File: src/rtl/aftab_booth_controller.sv
// Sequencing FSM for the AFTAB AAU radix-2 Booth multiplier datapath.
// Optional abort input/path enabled by defining AFTAB_BOOTH_ABORT_EN.
module aftab_booth_controller #(
  parameter int size = 33
) (
  input  logic       clk,
  input  logic       rst,
  input  logic       startBooth,
  input  logic [1:0] op,
`ifdef AFTAB_BOOTH_ABORT_EN
  input  logic       abortBooth,
`endif
  output logic       ldM,
  output logic       ldMr,
  output logic       zeroP,
  output logic       ldP,
  output logic       shrMr,
  output logic       sel,
  output logic       subsel,
  output logic       busy,
  output logic       doneBooth
);

  localparam int cw = $clog2(size) + 1;
  localparam logic [cw-1:0] last_count = cw'(size - 1);

  typedef enum logic [1:0] {
    IDLE = 2'b00,
    STEP = 2'b01,
    DONE = 2'b10
  } state_t;

  state_t        state_r;
  state_t        next_state_s;
  logic [cw-1:0] count_r;
  logic          count_clr_s;
  logic          count_inc_s;
  logic          abort_s;

`ifdef AFTAB_BOOTH_ABORT_EN
  assign abort_s = abortBooth;
`else
  assign abort_s = 1'b0;
`endif

  // State register
  always_ff @(posedge clk or posedge rst) begin
    if (rst) begin
      state_r <= IDLE;
    end else begin
      state_r <= next_state_s;
    end
  end

  // Booth step counter: cleared on start/abort, advanced once per STEP cycle
  always_ff @(posedge clk or posedge rst) begin
    if (rst) begin
      count_r <= {cw{1'b0}};
    end else if (count_clr_s) begin
      count_r <= {cw{1'b0}};
    end else if (count_inc_s) begin
      count_r <= count_r + {{(cw-1){1'b0}}, 1'b1};
    end else begin
      count_r <= count_r;
    end
  end

  // Next-state and control decode
  always_comb begin
    next_state_s = state_r;
    count_clr_s  = 1'b0;
    count_inc_s  = 1'b0;
    ldM          = 1'b0;
    ldMr         = 1'b0;
    zeroP        = 1'b0;
    ldP          = 1'b0;
    shrMr        = 1'b0;
    sel          = 1'b0;
    subsel       = 1'b0;
    busy         = 1'b0;
    doneBooth    = 1'b0;
    case (state_r)
      IDLE: begin
        // an abort in IDLE blocks the start for that cycle
        if (startBooth && !abort_s) begin
          ldM          = 1'b1;
          ldMr         = 1'b1;
          zeroP        = 1'b1;
          count_clr_s  = 1'b1;
          next_state_s = STEP;
        end else begin
          next_state_s = IDLE;
        end
      end
      STEP: begin
        busy = 1'b1;
        if (abort_s) begin
          count_clr_s  = 1'b1;
          next_state_s = IDLE;
        end else begin
          ldP         = 1'b1;
          shrMr       = 1'b1;
          count_inc_s = 1'b1;
          case (op)
            2'b01: begin
              sel    = 1'b1;
              subsel = 1'b0;
            end
            2'b10: begin
              sel    = 1'b1;
              subsel = 1'b1;
            end
            default: begin
              sel    = 1'b0;
              subsel = 1'b0;
            end
          endcase
          if (count_r == last_count) begin
            next_state_s = DONE;
          end else begin
            next_state_s = STEP;
          end
        end
      end
      DONE: begin
        busy         = 1'b1;
        next_state_s = IDLE;
        if (abort_s) begin
          count_clr_s = 1'b1;
          doneBooth   = 1'b0;
        end else begin
          doneBooth = 1'b1;
        end
      end
      default: begin
        next_state_s = IDLE;
      end
    endcase
  end

endmodule
File: config.mk
export PLATFORM = sky130hd
export DESIGN_NAME = aftab_booth_controller
export DESIGN_NICKNAME = d
export VERILOG_FILES = /design/src/rtl/aftab_booth_controller.sv
export SDC_FILE = /design/constraint.sdc
export NUM_CORES = 1
export LEC_CHECK = 0
export ABC_CLOCK_PERIOD_IN_PS = 1800
export BUFFER_PORTS_ARGS = -buffer_cell sky130_fd_sc_hd__clkbuf_2
export CAP_MARGIN = 5
export CORE_AREA = 4 4 41 43
export CTS_CLUSTER_SIZE = 28
export DETAILED_ROUTE_END_ITERATION = 10
export DIE_AREA = 0 0 45 47
export GPL_ROUTABILITY_DRIVEN = 0
export PLACE_DENSITY = 0.62
export REMOVE_ABC_BUFFERS = 1
export SLEW_MARGIN = 20
export SYNTH_ARGS = -nofsm -noshare
export SYNTH_HDL_FRONTEND = slang
export SYNTH_SLANG_ARGS = --single-unit
File: constraint.sdc
create_clock -name clk -period 1.8 [get_ports clk]
set_input_delay 0.18 -clock clk [delete_from_list [all_inputs] [get_ports clk]]
set_output_delay 0.18 -clock clk [all_outputs]
set_load 0.05 [all_outputs]
# Word-level counts from Yosys, hierarchy flattened
# Cells that the tools add are included.
# word_totals
output_inout_bits,9
reg_bits,9
# op_classes
mux,14
n_eq_ne,5
addsub,1
n_reduce_logical,4
# op_table
operator,n
two-way mux 7 bit,2
two-way mux 1 bit,10
"adder 7 x 1 -> 7 bit, second input constant",1
"equality test 7 x 6 -> 1 bit, second input constant",1
"equality test 2 x 1 -> 1 bit, second input constant",2
"equality test 2 bit, second input constant",2
case mux 2 bit (2 select lines),1
OR reduction 2 bit,2
zero test 2 bit,1
two-way mux 2 bit,1
nonzero test 2 bit,1

# Longest topological paths before layout
# logic_depth
depth_word,4
ltp_mapped,6
mapped_depth_nobuf,5

# Least setup slack after synthesis
# OpenSTA, ideal clock, no wires.
# synth_timing
path_type,register -> output
from,register state_r[1]
to,output sel
required_ps,1620
arrival_ps,1843
slack_ps,-223
path_stages_with_launch,6
n_path_buf,1
path_cell_list,dfrtp_1 -> inv_1 -> ha_1 -> buf_6 -> inv_1 -> nor2_1
# synth_between
elab_chain_cells,2
# synth_rtl
element,line,source
"start, declared",33,state_t state_r;
"start signal, assigned",51,state_r <= next_state_s;
equality test 2 x 1 -> 1 bit,82,case (state_r)
two-way mux 1 bit,82,
"end, declared",18,"output logic sel,"
# No other way between the ends.

# Worst setup path after layout
# Same ends and word-level chain as after synthesis.

==> results by group <==
Logic synthesis
  – Main synth FF type: dfrtp_1
  – Synth Instances: 56
  – Synthesized flop and latch total: 9
  – Post-synth top cells: dfrtp_1, inv_1, nor2_1
  – Count of different cell masters after synthesis: 22
  – Cell taking the most area after synthesis: dfrtp_1
  – Ys async rst share: 1.00
  – Number of synthesized flops with an enable pin: 0
  – Post-synthesis cell area: 543 um2
  – Yosys top cell area share: 0.415
  – Most common cell in the netlist: dfrtp_1
  – Synth area leaders: dfrtp_1, ha_1, inv_1
  – Syn avg cell area: 9.70 um2
  – Seq/Total Area, Yosys: 0.415
  – Synth warn: 0

Setup path
  – Crit path launch: state_r[1]$_DFF_PP0_
  – CP cell instances: inv_1, ha_4, inv_1, nor2_1, buf_2
  – Critical path peak fanout: 11
  – Critical path endpoint: sel
  – Crit path DAT: 1.45 ns
  – Crit-path slowest cell: dfrtp_1
  – Max stage delay on crit path: 0.39 ns
  – Worst r2r src: state_r[1]$_DFF_PP0_
  – Startpoint types: flip-flop
  – Most used cell, CP: inv_1
  – Setup Crit Path Kind: reg2out
  – Crit end category: output pin
  – Req. time, crit path: around 1.6 ns
  – Buffer and inverter count on the worst path: 3
  – R2R Setup Slk: 0.39 ns
  – Cell count of the worst reg-to-reg path: 5
  – Largest delay share family, worst path: buffers and inverters
  – Critical Path Stages: 5
  – Worst R2R End: count_r[5]$_DFFE_PP0P_

Final layout
  – Area Growth Syn to Fin: 18.9%
  – # nets final: 82
  – Layout cells sized above 1: 0.300
  – Ant diodes: 0
  – Fin cells: 85
  – Fin util: 0.496
  – Design area: 646 um2

Timing
  – Max Slew Vio Count: 0
  – Final min period: 1.63 ns
  – Final hold violations: 0
  – Crit share post-route: 0.903
  – Peak Freq: approximately 0.6 GHz
  – Final setup violation count: 0
  – Clock Skew: 0.00329 ns
  – RSZ-0062 raised after global routing: no
  – Worst hold margin: between 0.3 and 0.4 ns
  – Slew margin rel.: 0.763
  – Worst slew pin tran: 0.354 ns

Floorplan
  – Die X: ~45 um
  – Row Count: 13
  – Die Ht: 47 um
  – Die footprint: 2120 um2
  – Io pins: 14
  – Core area: 1300 um2
  – Starting Density: 0.417

Job
  – Max-Cap Viols: 0

Power and ir drop
  – Pleak: around 0.35 nW
  – VDD IR-drop max: 0.850 mV
  – Power Dens Cells: 1590 nW/um2

Clock tree
  – CTS max path bufs: 2
  – Worst-path clk slew: 0.06 ns
  – CTS tree: done
  – Clock latency on the worst-skew pair: approximately 0.27 ns
  – H-Tree Depth: 1
  – Setup bufs post-CTS: 0
  – Cts bufs inserted: 3
  – Clk sinks: 9
  – Clock Tree Root: clkbuf_4

Placement
  – Placement Cell Area: 597 um2
  – Port Buf Inserts: 13
  – Dpl cells: 80
  – HPWL Detailed: 825 um

Detailed routing
  – DRC Markers: 0
  – Wire per inst: 12.6 um
  – TritonRoute pass-1 iters: 2
  – Vias/cell: 4.89
  – Initial drt markers: 2
  – DRT Wirelength: roughly 1.1 mm
  – Post-route ant nets: 0
  – Vias: 416

Global route
  – Gr usage total: 0.129
  – Gr ovfl total: 0
  – First-pass GRT wire length: 1.83 mm
  – Largest net degree at the start of global routing: 12
  – Antenna violations before repair: 0
  – Via count of the first global-routing pass: ~440

Hold path
  – Hold Path Class: in2async

Outcome
  – Status: completed
-- area by class of cell --
cell class              count  area (um2)
well taps                  15        18.8
repair buffers             15        82.6
inverters                   7        26.3
flip-flops and latches      9         225
clock buffers               4        26.3
fillers                   138         656
multi-input cells          35         267
-- how the worst min path moves through the flow --
stage               start                endpoint  slack (ns)  cells after the start
global route          rst    state_r[1]$_DFF_PP0_        0.43                      3
CTS                   rst    state_r[1]$_DFF_PP0_        0.41                      3
global placement      rst    state_r[0]$_DFF_PP0_        0.15                      2
floorplan             rst  count_r[0]$_DFFE_PP0P_       0.008                      1
finish                rst    state_r[0]$_DFF_PP0_        0.40                      3
detailed placement    rst    state_r[0]$_DFF_PP0_        0.14                      2
-- sequential cells by signal, indices dropped and copies added (netlist names) --
signal,cells
state_r,2
count_r,7
-- power by group --
part           switching [mW]  internal, mW  total, mW
Sequential             0.0902         0.276      0.366
Clock                  0.0758        0.0857      0.162
Combinational           0.330         0.172      0.502
Total                   0.496         0.533       1.03
-- layer usage --
| layer | global-route usage | part of all wire |
|---|---|---|
| met5 | 0 | 0 |
| met4 | 0.105 | 0.028 |
| met3 | 0.0460 | 0.048 |
| met2 | 0.215 | 0.49 |
| met1 | 0.129 | 0.43 |
-- per-stage QoR --
step                      power, mW  worst slack [ns]  setup TNS (ns)
after floorplan               0.743            -0.613           -3.40
after global placement        0.843             0.263               0
after detailed placement      0.854             0.221               0
after CTS                      1.03            0.0756               0
after global routing           1.12             0.104               0
final                          1.03             0.174               0
-- worst min-delay path, cell delays in order --
cell	delay, ns
dlygate4sd3_1	0.53
clkbuf_2	0.10
inv_1	0.27
-- cell families (layout without fill, tap and decap cells) --
kind of cell    after synthesis  count (layout)  share of synthesized area
simple gates                 19              19                      0.194
mux                           1               1                     0.0184
flops                         9               9                      0.415
fa+ha+maj                     6               6                      0.138
buf+inv                      12              26                      0.118
compound gates                5               5                     0.0530
xor+xnor                      4               4                     0.0645
-- layout by cell type, fill, tap and decap left out, drive strengths merged --
cell type	count
buf	2
nor4b	1
xnor2	1
nand4	2
nor2	7
a21o	1
nand2	2
nand3	2
or3	2
dfrtp	9
clkbuf	16
dlygate4sd3	1
nand3b	1
o21ai	2
a21oi	2
inv	7
ha	6
mux2i	1
xor2	3
and2	2
-- timing repair --
action | in CTS | in global routing
setup endpoints to repair | 2 | 1
hold buffers | 1 | 0
pin swaps | 0 | 0
gates resized for setup | 1 | 2
endpoints found under the hold margin | 9 | 0
Note: power is estimated with default switching activity, not from simulation.
